===== config.mk =====
export PLATFORM = sky130hd
export DESIGN_NAME = ddr3_rd_capture_ctrl
export DESIGN_NICKNAME = d
export VERILOG_FILES = /design/src/rtl/ddr3_rd_pkg.sv /design/src/rtl/ddr3_rd_sync_fifo.sv /design/src/rtl/ddr3_rd_capture_ctrl.sv
export SDC_FILE = /design/constraint.sdc
export NUM_CORES = 1
export LEC_CHECK = 0
export CORE_AREA = 2 2 206 208
export DETAILED_ROUTE_END_ITERATION = 10
export DIE_AREA = 0 0 208 210
export GPL_TIMING_DRIVEN = 1
export PLACE_DENSITY = 0.63
export SLEW_MARGIN = 15
export SYNTH_ARGS = -nofsm -noshare
export SYNTH_HDL_FRONTEND = slang
export SYNTH_SLANG_ARGS = --single-unit

===== constraint.sdc =====
create_clock -name SCLK -period 13.1 [get_ports SCLK]
set_input_delay 1.965 -clock SCLK [delete_from_list [all_inputs] [get_ports SCLK]]
set_output_delay 1.965 -clock SCLK [all_outputs]
set_load 0.005 [all_outputs]

===== src/rtl/ddr3_rd_pkg.sv =====
// ddr3_rd_pkg: shared types and constants for the DDR3 read-capture path.
//   BEATS / SCLK_BEATS : BL8 burst gathered over 4 SCLK cycles (Q0,Q1 per cycle)
//   ERR_*              : bit positions inside the sticky err vector
//   cap_state_t        : capture sequencer states
//   rd_word_t          : {data, tag} view of one completed burst at default widths
package ddr3_rd_pkg;

   localparam int BEATS         = 8;
   localparam int SCLK_BEATS    = 4;

   localparam int ERR_TAG_OVF   = 0;
   localparam int ERR_COLLISION = 1;
   localparam int ERR_OUT_OVF   = 2;
   localparam int ERR_W         = 3;

   localparam int WORD_DQ_W     = 16;
   localparam int WORD_TAG_W    = 4;

   typedef enum logic {
      IDLE = 1'b0,
      CAP  = 1'b1
   } cap_state_t;

   typedef struct packed {
      logic [BEATS*WORD_DQ_W-1:0] data;
      logic [WORD_TAG_W-1:0]      tag;
   } rd_word_t;

endpackage


===== src/rtl/ddr3_rd_sync_fifo.sv =====
// ddr3_rd_sync_fifo: small synchronous FIFO, first-word-fall-through head.
//   clk, rst   : clock, synchronous active-high reset (clears storage too)
//   push/data  : write request; accepted when not full, or when full and a
//                pop happens in the same cycle
//   pop        : remove head entry (ignored when empty)
//   head       : current head entry
//   empty/full : occupancy flags
// DEPTH must be a power of 2 so the pointers wrap naturally.
module ddr3_rd_sync_fifo #(
   parameter int DEPTH = 2,
   parameter int WIDTH = 8
) (
   input  logic             clk,
   input  logic             rst,
   input  logic             push,
   input  logic [WIDTH-1:0] push_data,
   input  logic             pop,
   output logic [WIDTH-1:0] head,
   output logic             empty,
   output logic             full
);

   localparam int AW = (DEPTH > 1) ? $clog2(DEPTH) : 1;
   localparam int CW = $clog2(DEPTH + 1);

   logic [WIDTH-1:0] mem [DEPTH];
   logic [AW-1:0]    wp;
   logic [AW-1:0]    rp;
   logic [CW-1:0]    count;
   logic             do_push;
   logic             do_pop;

   assign empty   = (count == '0);
   assign full    = (count == CW'(DEPTH));
   assign do_pop  = pop & ~empty;
   assign do_push = push & (~full | do_pop);
   assign head    = mem[rp];

   always_ff @(posedge clk) begin
      if (rst) begin
         wp    <= '0;
         rp    <= '0;
         count <= '0;
         for (int unsigned i = 0; i < DEPTH; i++) begin
            mem[i] <= '0;
         end
      end else begin
         if (do_push) begin
            mem[wp] <= push_data;
            wp      <= wp + 1'b1;
         end
         if (do_pop) begin
            rp <= rp + 1'b1;
         end
         case ({do_push, do_pop})
            2'b10:   count <= count + 1'b1;
            2'b01:   count <= count - 1'b1;
            default: ;
         endcase
      end
   end

endmodule


===== src/rtl/ddr3_rd_capture_ctrl.sv =====
// ddr3_rd_capture_ctrl: read-path sequencer for the x1 input-DDR capture cells.
//   SCLK, RST          : sole clock, synchronous active-high reset
//   rd_issue, rd_tag   : READ command strobe and its tag
//   cfg_rl             : read latency (issue cycle to first beat), SCLK cycles
//   iddr_q0, iddr_q1   : capture-cell rising/falling samples, all DQ lanes
//   iddr_rst           : capture-cell reset, held 2 cycles past RST
//   out_valid/ready    : burst word handshake; out_data beat b at [b*DQ_WIDTH +: DQ_WIDTH]
//   out_tag            : tag of out_data
//   busy               : reads pending or capture in progress
//   err                : sticky {out_overflow, capture_collision, tag_fifo_overflow}
// Optional RD_LAT_CAL_EN adds cal_start / cal_done / cal_rl read-latency
// calibration against an MPR pattern (Q0 all zero, Q1 all ones).
module ddr3_rd_capture_ctrl
   import ddr3_rd_pkg::*;
#(
   parameter int DQ_WIDTH = 16,
   parameter int TAG_W    = 4,
   parameter int QDEPTH   = 4,
   parameter int RL_W     = 5
) (
   input  logic                      SCLK,
   input  logic                      RST,
   input  logic                      rd_issue,
   input  logic [TAG_W-1:0]          rd_tag,
   input  logic [RL_W-1:0]           cfg_rl,
   input  logic [DQ_WIDTH-1:0]       iddr_q0,
   input  logic [DQ_WIDTH-1:0]       iddr_q1,
   output logic                      iddr_rst,
   output logic                      out_valid,
   input  logic                      out_ready,
   output logic [BEATS*DQ_WIDTH-1:0] out_data,
   output logic [TAG_W-1:0]          out_tag,
   output logic                      busy,
   output logic [ERR_W-1:0]          err
`ifdef RD_LAT_CAL_EN
   ,
   input  logic                      cal_start,
   output logic                      cal_done,
   output logic [RL_W-1:0]           cal_rl
`endif
);

   localparam int DL_LEN = 1 << RL_W;
   localparam int WORD_W = BEATS * DQ_WIDTH;
   localparam int CNT_W  = $clog2(SCLK_BEATS);

   cap_state_t          state;
   logic [CNT_W-1:0]    cnt;
   logic [WORD_W-1:0]   cap_word;
   logic [TAG_W-1:0]    cur_tag;
   logic [DL_LEN-1:0]   dl;
   logic [DL_LEN-1:0]   shifted;
   logic [RL_W-1:0]     rl_eff;
   logic [RL_W-1:0]     rl_use;
   logic [RL_W-1:0]     tap;
   logic [1:0]          rst_pipe;

   logic                issue_ok;
   logic                issue_acc;
   logic                tag_ovf;
   logic                start;
   logic                in_cap;
   logic                last;
   logic                collide;
   logic                accept;
   logic                bypass;
   logic [TAG_W-1:0]    start_tag;

   logic                tag_push;
   logic                tag_pop;
   logic [TAG_W-1:0]    tag_head;
   logic                tag_empty;
   logic                tag_full;

   logic [WORD_W-1:0]       done_word;
   logic                    out_push;
   logic                    out_pop;
   logic                    out_drop;
   logic [WORD_W+TAG_W-1:0] out_head;
   logic                    out_empty;
   logic                    out_full;

   // iddr_rst tracks RST, then trails its release by two cycles.
   always_ff @(posedge SCLK) begin
      if (RST) begin
         rst_pipe <= 2'b11;
      end else begin
         rst_pipe <= {rst_pipe[0], 1'b0};
      end
   end
   assign iddr_rst = rst_pipe[1];

   assign issue_ok  = rd_issue & ~iddr_rst;
   assign issue_acc = issue_ok & ~tag_full;
   assign tag_ovf   = issue_ok & tag_full;

   // Latency is only re-latched with nothing in flight.
   assign rl_use  = ((dl == '0) && (state == IDLE)) ? cfg_rl : rl_eff;
   assign tap     = (rl_use == '0) ? '0 : rl_use - 1'b1;
   assign shifted = {dl[DL_LEN-2:0], issue_acc};
   assign start   = shifted[tap];

   assign in_cap  = (state == CAP);
   assign last    = in_cap && (cnt == CNT_W'(SCLK_BEATS - 1));
   assign collide = start & in_cap & ~last;
   assign accept  = start & ~collide;

   // Each start pulse (accepted or colliding) consumes its own tag when the
   // pulse fires, which keeps tags aligned with bursts. With RL=1 the pulse
   // lands in the issue cycle, so the tag bypasses the empty FIFO.
   assign bypass    = start & tag_empty;
   assign start_tag = tag_empty ? rd_tag : tag_head;
   assign tag_push  = issue_acc & ~bypass;
   assign tag_pop   = start & ~tag_empty;

   ddr3_rd_sync_fifo #(
      .DEPTH (QDEPTH),
      .WIDTH (TAG_W)
   ) u_tag_fifo (
      .clk       (SCLK),
      .rst       (RST),
      .push      (tag_push),
      .push_data (rd_tag),
      .pop       (tag_pop),
      .head      (tag_head),
      .empty     (tag_empty),
      .full      (tag_full)
   );

   // Final beat pair is folded in combinationally on the completing cycle.
   assign done_word = {iddr_q1, iddr_q0, cap_word[6*DQ_WIDTH-1:0]};
   assign out_pop   = ~out_empty & out_ready;
   assign out_push  = last & (~out_full | out_pop);
   assign out_drop  = last & out_full & ~out_pop;

   ddr3_rd_sync_fifo #(
      .DEPTH (2),
      .WIDTH (WORD_W + TAG_W)
   ) u_out_fifo (
      .clk       (SCLK),
      .rst       (RST),
      .push      (out_push),
      .push_data ({done_word, cur_tag}),
      .pop       (out_pop),
      .head      (out_head),
      .empty     (out_empty),
      .full      (out_full)
   );

   assign out_valid = ~out_empty;
   assign out_data  = out_head[WORD_W+TAG_W-1:TAG_W];
   assign out_tag   = out_head[TAG_W-1:0];
   assign busy      = (|dl) | in_cap | ~tag_empty;

   always_ff @(posedge SCLK) begin
      if (RST) begin
         state    <= IDLE;
         cnt      <= '0;
         cap_word <= '0;
         cur_tag  <= '0;
         dl       <= '0;
         rl_eff   <= '0;
         err      <= '0;
      end else begin
         dl     <= shifted;
         rl_eff <= rl_use;
         if (tag_ovf)  err[ERR_TAG_OVF]   <= 1'b1;
         if (collide)  err[ERR_COLLISION] <= 1'b1;
         if (out_drop) err[ERR_OUT_OVF]   <= 1'b1;

         case (state)
            IDLE: begin
               if (accept) begin
                  state   <= CAP;
                  cnt     <= '0;
                  cur_tag <= start_tag;
               end
            end
            CAP: begin
               cap_word[2*int'(cnt)*DQ_WIDTH +: DQ_WIDTH]     <= iddr_q0;
               cap_word[(2*int'(cnt)+1)*DQ_WIDTH +: DQ_WIDTH] <= iddr_q1;
               if (last) begin
                  cnt <= '0;
                  if (accept) begin
                     cur_tag <= start_tag;
                  end else begin
                     state <= IDLE;
                  end
               end else begin
                  cnt <= cnt + 1'b1;
               end
            end
            default: state <= IDLE;
         endcase
      end
   end

`ifdef RD_LAT_CAL_EN
   logic            cal_armed;
   logic            cal_run;
   logic [RL_W-1:0] cal_cnt;

   // cal_cnt holds the number of cycles elapsed since the arming rd_issue.
   always_ff @(posedge SCLK) begin
      if (RST) begin
         cal_armed <= 1'b0;
         cal_run   <= 1'b0;
         cal_cnt   <= '0;
         cal_done  <= 1'b0;
         cal_rl    <= '0;
      end else if (cal_start) begin
         cal_armed <= 1'b1;
         cal_run   <= 1'b0;
         cal_cnt   <= '0;
         cal_done  <= 1'b0;
         cal_rl    <= '0;
      end else if (cal_armed && !cal_run) begin
         if (issue_acc) begin
            cal_run <= 1'b1;
            cal_cnt <= RL_W'(1);
         end
      end else if (cal_run) begin
         if ((iddr_q0 == '0) && (iddr_q1 == '1)) begin
            cal_rl    <= cal_cnt;
            cal_done  <= 1'b1;
            cal_run   <= 1'b0;
            cal_armed <= 1'b0;
         end else if (cal_cnt == '1) begin
            cal_rl    <= '0;
            cal_done  <= 1'b1;
            cal_run   <= 1'b0;
            cal_armed <= 1'b0;
         end else begin
            cal_cnt <= cal_cnt + 1'b1;
         end
      end
   end
`endif

endmodule


# --- After elaboration in Yosys (flattened, before gate mapping) ---
# Memory sizes are Yosys's and may differ from the RTL's. A register that Yosys moved wholly into a read port is not among the register bits.
# Index checks and enable logic that the tools add are counted.
word_totals:
  regBits: 188
  input_bits: 45
  ramBits: 280
  n_memories: 2
classes:
  n_reduce_logical: 11
  n_shift: 4
  order_cmp: 1
  add_sub_neg: 13
  bitwise: 32
  n_eq_ne: 9
  muxes: 37
mem_list:
  columns: ["memory", "depth", "width", "read_ports", "rd_clocked_by_memory_dff", "wr", "line", "rtl"]
  rows:
  - ["u_out_fifo.mem", 2, 132, 1, 1, 2, "ddr3_rd_sync_fifo.sv:26", "logic [WIDTH-1:0] mem [DEPTH];"]
  - ["u_tag_fifo.mem", 4, 4, 1, 1, 4, "ddr3_rd_sync_fifo.sv:26", null]
ops:
  columns: ["operator", "n"]
  rows:
  - ["128-bit bitwise mux", 2]
  - ["16-bit by 33-bit variable shift with 128-bit output (first input constant)", 2]
  - ["16-bit by 33-bit variable part select with 128-bit output", 2]
  - ["132-bit 2-to-1 mux", 1]
  - ["132-bit OR reduction", 1]
  - ["7-bit negator with 33-bit output", 1]
  - ["8-bit negator with 33-bit output", 1]
  - ["32-bit logical NOT", 1]
  - ["32-bit OR reduction", 1]
  - ["1-bit bitwise AND", 17]
  - ["1-bit 2-to-1 mux", 17]
  - ["4-bit 2-to-1 mux", 4]
  - ["2-bit 2-to-1 mux", 5]
  - ["5-bit 2-to-1 mux", 2]
  - ["1-bit inverter", 10]
  - ["2-bit by 1-bit adder with 2-bit output (second input constant)", 4]
  - ["2-bit == test (second input constant)", 4]
  - ["2-bit one-hot mux with 2 select lines", 2]
  - ["4-bit one-hot mux with 2 select lines", 1]
  - ["5-bit by 6-bit < comparator with 1-bit output (second input constant)", 1]
  - ["3-bit one-hot mux with 2 select lines", 1]
  - ["1-bit binary-select mux with 5-bit select", 1]
  - ["5-bit logical NOT", 1]
  - ["1-bit OR", 5]
  - ["other kinds (16)", 20]

# --- Longest topological paths before layout ---
depth:
  depth_word: 16
  ltp_mapped: 23
  depth_no_buf: 20

# --- Cells and area by module ---
# Synthesis repeated with hierarchy kept, for this count alone.
unflattened:
  hier_cells: 1432
  hier_area_um2: 18540.3
by_module_without_submodules:
  columns: ["mod", "instances", "area_per_inst_um2", "seq_area_each_um2", "cells_each"]
  rows:
  - ["ddr3_rd_sync_fifo at u_out_fifo", 1, 11658.7, 8027.7, 735]
  - ["ddr3_rd_capture_ctrl", 1, 5683.0, 2902.8, 603]
  - ["ddr3_rd_sync_fifo at u_tag_fifo", 1, 1198.6, 660.6, 94]

# --- Least setup slack after synthesis ---
# OpenSTA, ideal clock, no wires.
synth_path:
  kind: "input to register"
  start: "input port out_ready"
  end: "memory u_out_fifo.mem[0][0] (netlist name) (enable)"
  t_arrival_ns: 8.368
  slack_ns: 4.081
  setup_ns: 0.651
  stages: 3
  t_required_ns: 12.449
  cell_sequence: "nor3b_1 -> nand3b_1 -> o21bai_1"
synth_lines:
  columns: ["item", "line", "rtl"]
  rows:
  - ["from (decl)", "ddr3_rd_capture_ctrl.sv:30", "input logic out_ready,"]
  - ["to (decl)", "ddr3_rd_sync_fifo.sv:26", null]

# --- Final worst setup path ---
layout_path:
  start: "input port cfg_rl[0]"
  end: "register u_tag_fifo.count[2]"
layout_via:
  elab_chain_cells: 11
  word_cells_on_any_way: 17
  classes_between: "add/sub (1); eq/ne (2); mux (5); bitwise (7); reduce/logical (2)"
layout_rtl:
  columns: ["item", "line", "rtl"]
  rows:
  - ["from (decl)", "ddr3_rd_capture_ctrl.sv:25", "input logic [RL_W-1:0] cfg_rl,"]
  - ["5-bit 2-to-1 mux *", "ddr3_rd_capture_ctrl.sv:98", "assign rl_use = ((dl == '0) && (state == IDLE)) ? cfg_rl : rl_eff;"]
  - ["5-bit by 1-bit subtractor with 5-bit output / 5-bit logical NOT (equally long branches)", "ddr3_rd_capture_ctrl.sv:99", "assign tap = (rl_use == '0) ? '0 : rl_use - 1'b1;"]
  - ["5-bit 2-to-1 mux *", "ddr3_rd_capture_ctrl.sv:99", null]
  - ["1-bit binary-select mux with 5-bit select *", "ddr3_rd_capture_ctrl.sv:101", "assign start = shifted[tap];"]
  - ["1-bit 2-to-1 mux (implied by the code) *", "ddr3_rd_capture_ctrl.sv:101", null]
  - ["1-bit bitwise AND, on equally long branches", "ddr3_rd_capture_ctrl.sv:114, ddr3_rd_capture_ctrl.sv:111", null]
  - ["1-bit bitwise AND / 1-bit inverter (equally long branches)", "ddr3_rd_sync_fifo.sv:35, ddr3_rd_capture_ctrl.sv:113", null]
  - ["1-bit OR / 1-bit bitwise AND (equally long branches)", "ddr3_rd_sync_fifo.sv:36, ddr3_rd_capture_ctrl.sv:113", null]
  - ["1-bit bitwise AND", "ddr3_rd_sync_fifo.sv:36", "assign do_push = push & (~full | do_pop);"]
  - ["2-bit by 1-bit == test with 1-bit output / 2-bit == test (equally long branches)", "ddr3_rd_sync_fifo.sv:55", "case ({do_push, do_pop})"]
  - ["3-bit one-hot mux with 2 select lines / 2-bit nonzero test (equally long branches)", null, null]
  - ["to (signal assigned)", "ddr3_rd_sync_fifo.sv:56", "2'b10: count <= count + 1'b1;"]
  - ["to (signal assigned)", "ddr3_rd_sync_fifo.sv:57", "2'b01: count <= count - 1'b1;"]
  - ["to (decl)", "ddr3_rd_sync_fifo.sv:29", "logic [CW-1:0] count;"]
# Mark *: on every way between the ends. The rest lies on a longest branch, timed or not. The select of a mux whose other input is x is not followed.
# A chain may end at the register's enable or synchronous reset.

==> out/qor.csv <==
metric,value,unit
outcome,completed,
hold_violations,0,
synth.largest_area_cell,edfxtp_1,
nets,1608,
path_cells,clkdlybuf4s50_1 -> nor4_1 -> a21oi_1 -> inv_1 -> ha_1 -> nor3b_1 -> mux2i_1 -> nand3_1 -> mux2i_1 -> o21ai_0 -> a211o_1 -> a31oi_1 -> or2_1 -> ha_1 -> inv_1 -> fa_1 -> xor2_1 -> or3_1 -> a21oi_1,
die_width,208,um
post_cts_buffers,0,
setup_viol,0,
grt_pass1_vias,10960,
synthCells,1388,
leakagePower,7.839,nW
area_delta_synth_final,20.48,%
critical_path_arrival,6950,ps
cts.hold.buffers_added,0,
worstHoldPathType,register to register,
row_count,75,
vias,11140,
antenna_cells,0,
clk_latency,570,ps
endpoint_kind,register,
io_pins,183,
fin_cells,2125,
ys_seq_area_frac,0.6442,
synth-main-ff-cell,edfxtp_1,
start_kind,primary input,
fillers,3502,
synth_top_area_share,0.4673,
slew-limit-headroom,0.2826,
cts_tree,yes,
synth_common_cells,"280 x edfxtp_1, 265 x and2_1, 159 x dfxtp_1",
htree_levels,2,
port_buffers,182,
overflow,0,
syn-num-nets,1445,
maxSlewViolCount,0,
antenna_found_initial,1,
gp_congestion,0.8499,
timing.final.crit_share,0.4948,
first_iter_violations,552,
cts_resized,0,
cts-root-buf,clkbuf_16,
pwr_density_cell,141.0,nW/um2
skew,20.75,ps
die_area,43680,um2
layout-drive-gt1-share,0.1501,
crit_path_top_delay_cell,or2_1,
synthArstFlopShare,0,
clock-sinks,439,
worstSetupPathType,primary input to register,
ant_nets,0,
cts_buffers,45,
period_needed,6482,ps
synthTopCellsByArea,"edfxtp_1 47%, dfxtp_1 18%, and2_1 9.2%, mux2_2 8.3%, a22oi_1 4.0%",
drc_errors,0,
syn_area,17990,um2
grt_pass1_wl,63.47,mm
crit_fanout,16,
crit_required,13570,ps
synth.most_common_cell,edfxtp_1,
max-vdd-ir-drop,0.00008794,V
ys_seq_elements,439,
routedWlPerCell,19.35,um
grt_use_total,0.1874,
cpLargestDelayFamily,simple AND/OR/NAND/NOR gates,
start_util,0.4338,
fmax,154.3,MHz
maxCapViolCount,0,
syn_avg_cell_area,12.96,um2
rsz0062_at_grt,no,
first_pass_iters,5,
die_h,210,um
place_inst,2043,
cts_buffer_depth,3,
ys_types,53,
worst_pin_slew,1068,ps
yosys_warnings,0,
grt_max_degree,88,
core_area,41480,um2
viasPerCell,5.241,
fin_tns_setup,0,ps
path_buf_inv,3,
clk_pin_slew_worst_paths,60,ps
critPathMaxStageDelay,530,ps
wirelength,41.13,mm
dp_hpwl,24.22,mm
synth_edf_count,280,
==> worst paths after layout <==
path / start / endpoint / slack (ps) / depth (start not counted)
setup reg to reg: in_cap / u_tag_fifo.count[2] / 7100 / 19
setup / recovery: cfg_rl[0] / u_tag_fifo.count[2] / 6620 / 19
hold / removal: rst_pipe[0] / rst_pipe[1] / 420 / 1
hold reg to reg: rst_pipe[0] / rst_pipe[1] / 420 / 1
==> per-layer routing <==
layer	wire (um)	GRT usage	part of all wire
met1	18490	0.2563	0.45
met2	19720	0.3061	0.48
met3	2082	0.03531	0.051
met4	825	0.05405	0.020
met5	13	0	0.00032
==> kinds of logic (layout without fill, tap and decap cells) <==
family	Yosys count	count (layout)	share of synthesized area
buf+inv	92	290	0.01975
simple gates	540	540	0.1657
compound gates	149	149	0.06022
mux	149	149	0.09791
fa+ha+maj	12	12	0.008762
flops	439	439	0.6442
xor+xnor	7	7	0.003408
==> sequential cells by signal, summed over array words and instances, names as in the netlist, named ones only <==
register          count
cap_word             96
cnt                   2
cur_tag               4
dl                   32
err                   3
in_cap                1
rl_eff                5
rst_pipe              2
u_out_fifo.count      2
u_out_fifo.mem      264
u_out_fifo.rp         1
u_out_fifo.wp         1
u_tag_fifo.count      3
u_tag_fifo.mem       16
u_tag_fifo.rp         2
u_tag_fifo.wp         2
==> layout make-up <==
class                   instances  area (um2)  share of cell area
repair buffers                198        1943             0.08964
flip-flops and latches        439       11590              0.5349
clock buffers                  67        1239             0.05714
clock inverters                15       85.08            0.003925
inverters                      10       37.54            0.001732
multi-input cells             857        6103              0.2816
well taps                     539       674.4             0.03111
==> metrics by stage <==
step	utilization	cell area (um2)	setup WS, ps	total power, mW	hold slack (ps)
final	0.5226	21680	6618	3.057	417.6
after CTS	0.5226	21680	6714	3.091	422.3
after global placement	0.4907	20350	6390	1.915	402.0
after global routing	0.5226	21680	6162	3.188	453.7
after detailed placement	0.4907	20350	6194	1.923	407.4
after floorplan	-	17990	4081	1.788	389.5
==> cells in the final DEF (no fill, tap or decap), types with 11 or more instances in the layout <==
| master | Yosys | routed |
|---|---|---|
| clkdlybuf4s50_1 | 0 | 181 |
| edfxtp_1 | 280 | 280 |
| clkbuf_1 | 78 | 19 |
| a22oi_1 | 96 | 96 |
| nor2b_1 | 35 | 35 |
| dfxtp_1 | 159 | 158 |
| nand2b_1 | 13 | 13 |
| a21oi_1 | 15 | 15 |
| nand2_1 | 29 | 29 |
| nor3_1 | 18 | 14 |
| nor4_1 | 11 | 11 |
| clkbuf_16 | 0 | 45 |
| ha_1 | 11 | 11 |
| buf_4 | 0 | 16 |
| mux2_2 | 132 | 132 |
| and2_1 | 265 | 265 |
| nor2_1 | 132 | 132 |
==> worst reg2reg max path: stages (launching register included) <==
cell,delay [ps]
dfxtp_1,430
nor4_1,300
nand4_1,270
or3_1,630
mux2i_1,340
ha_1,290
nor3b_1,280
mux2i_1,370
nand3_1,120
mux2i_1,210
o21ai_0,130
a211o_1,290
a31oi_1,330
or2_1,530
ha_1,310
inv_1,70
fa_1,370
xor2_1,170
or3_1,320
a21oi_1,150
==> power breakdown <==
part | switching, mW | internal, mW | total [mW]
Sequential | 0.0402 | 1.53 | 1.57
Clock | 0.511 | 0.655 | 1.17
Combinational | 0.186 | 0.133 | 0.318
Total | 0.737 | 2.32 | 3.06
Power figures use the tool's default switching activity.
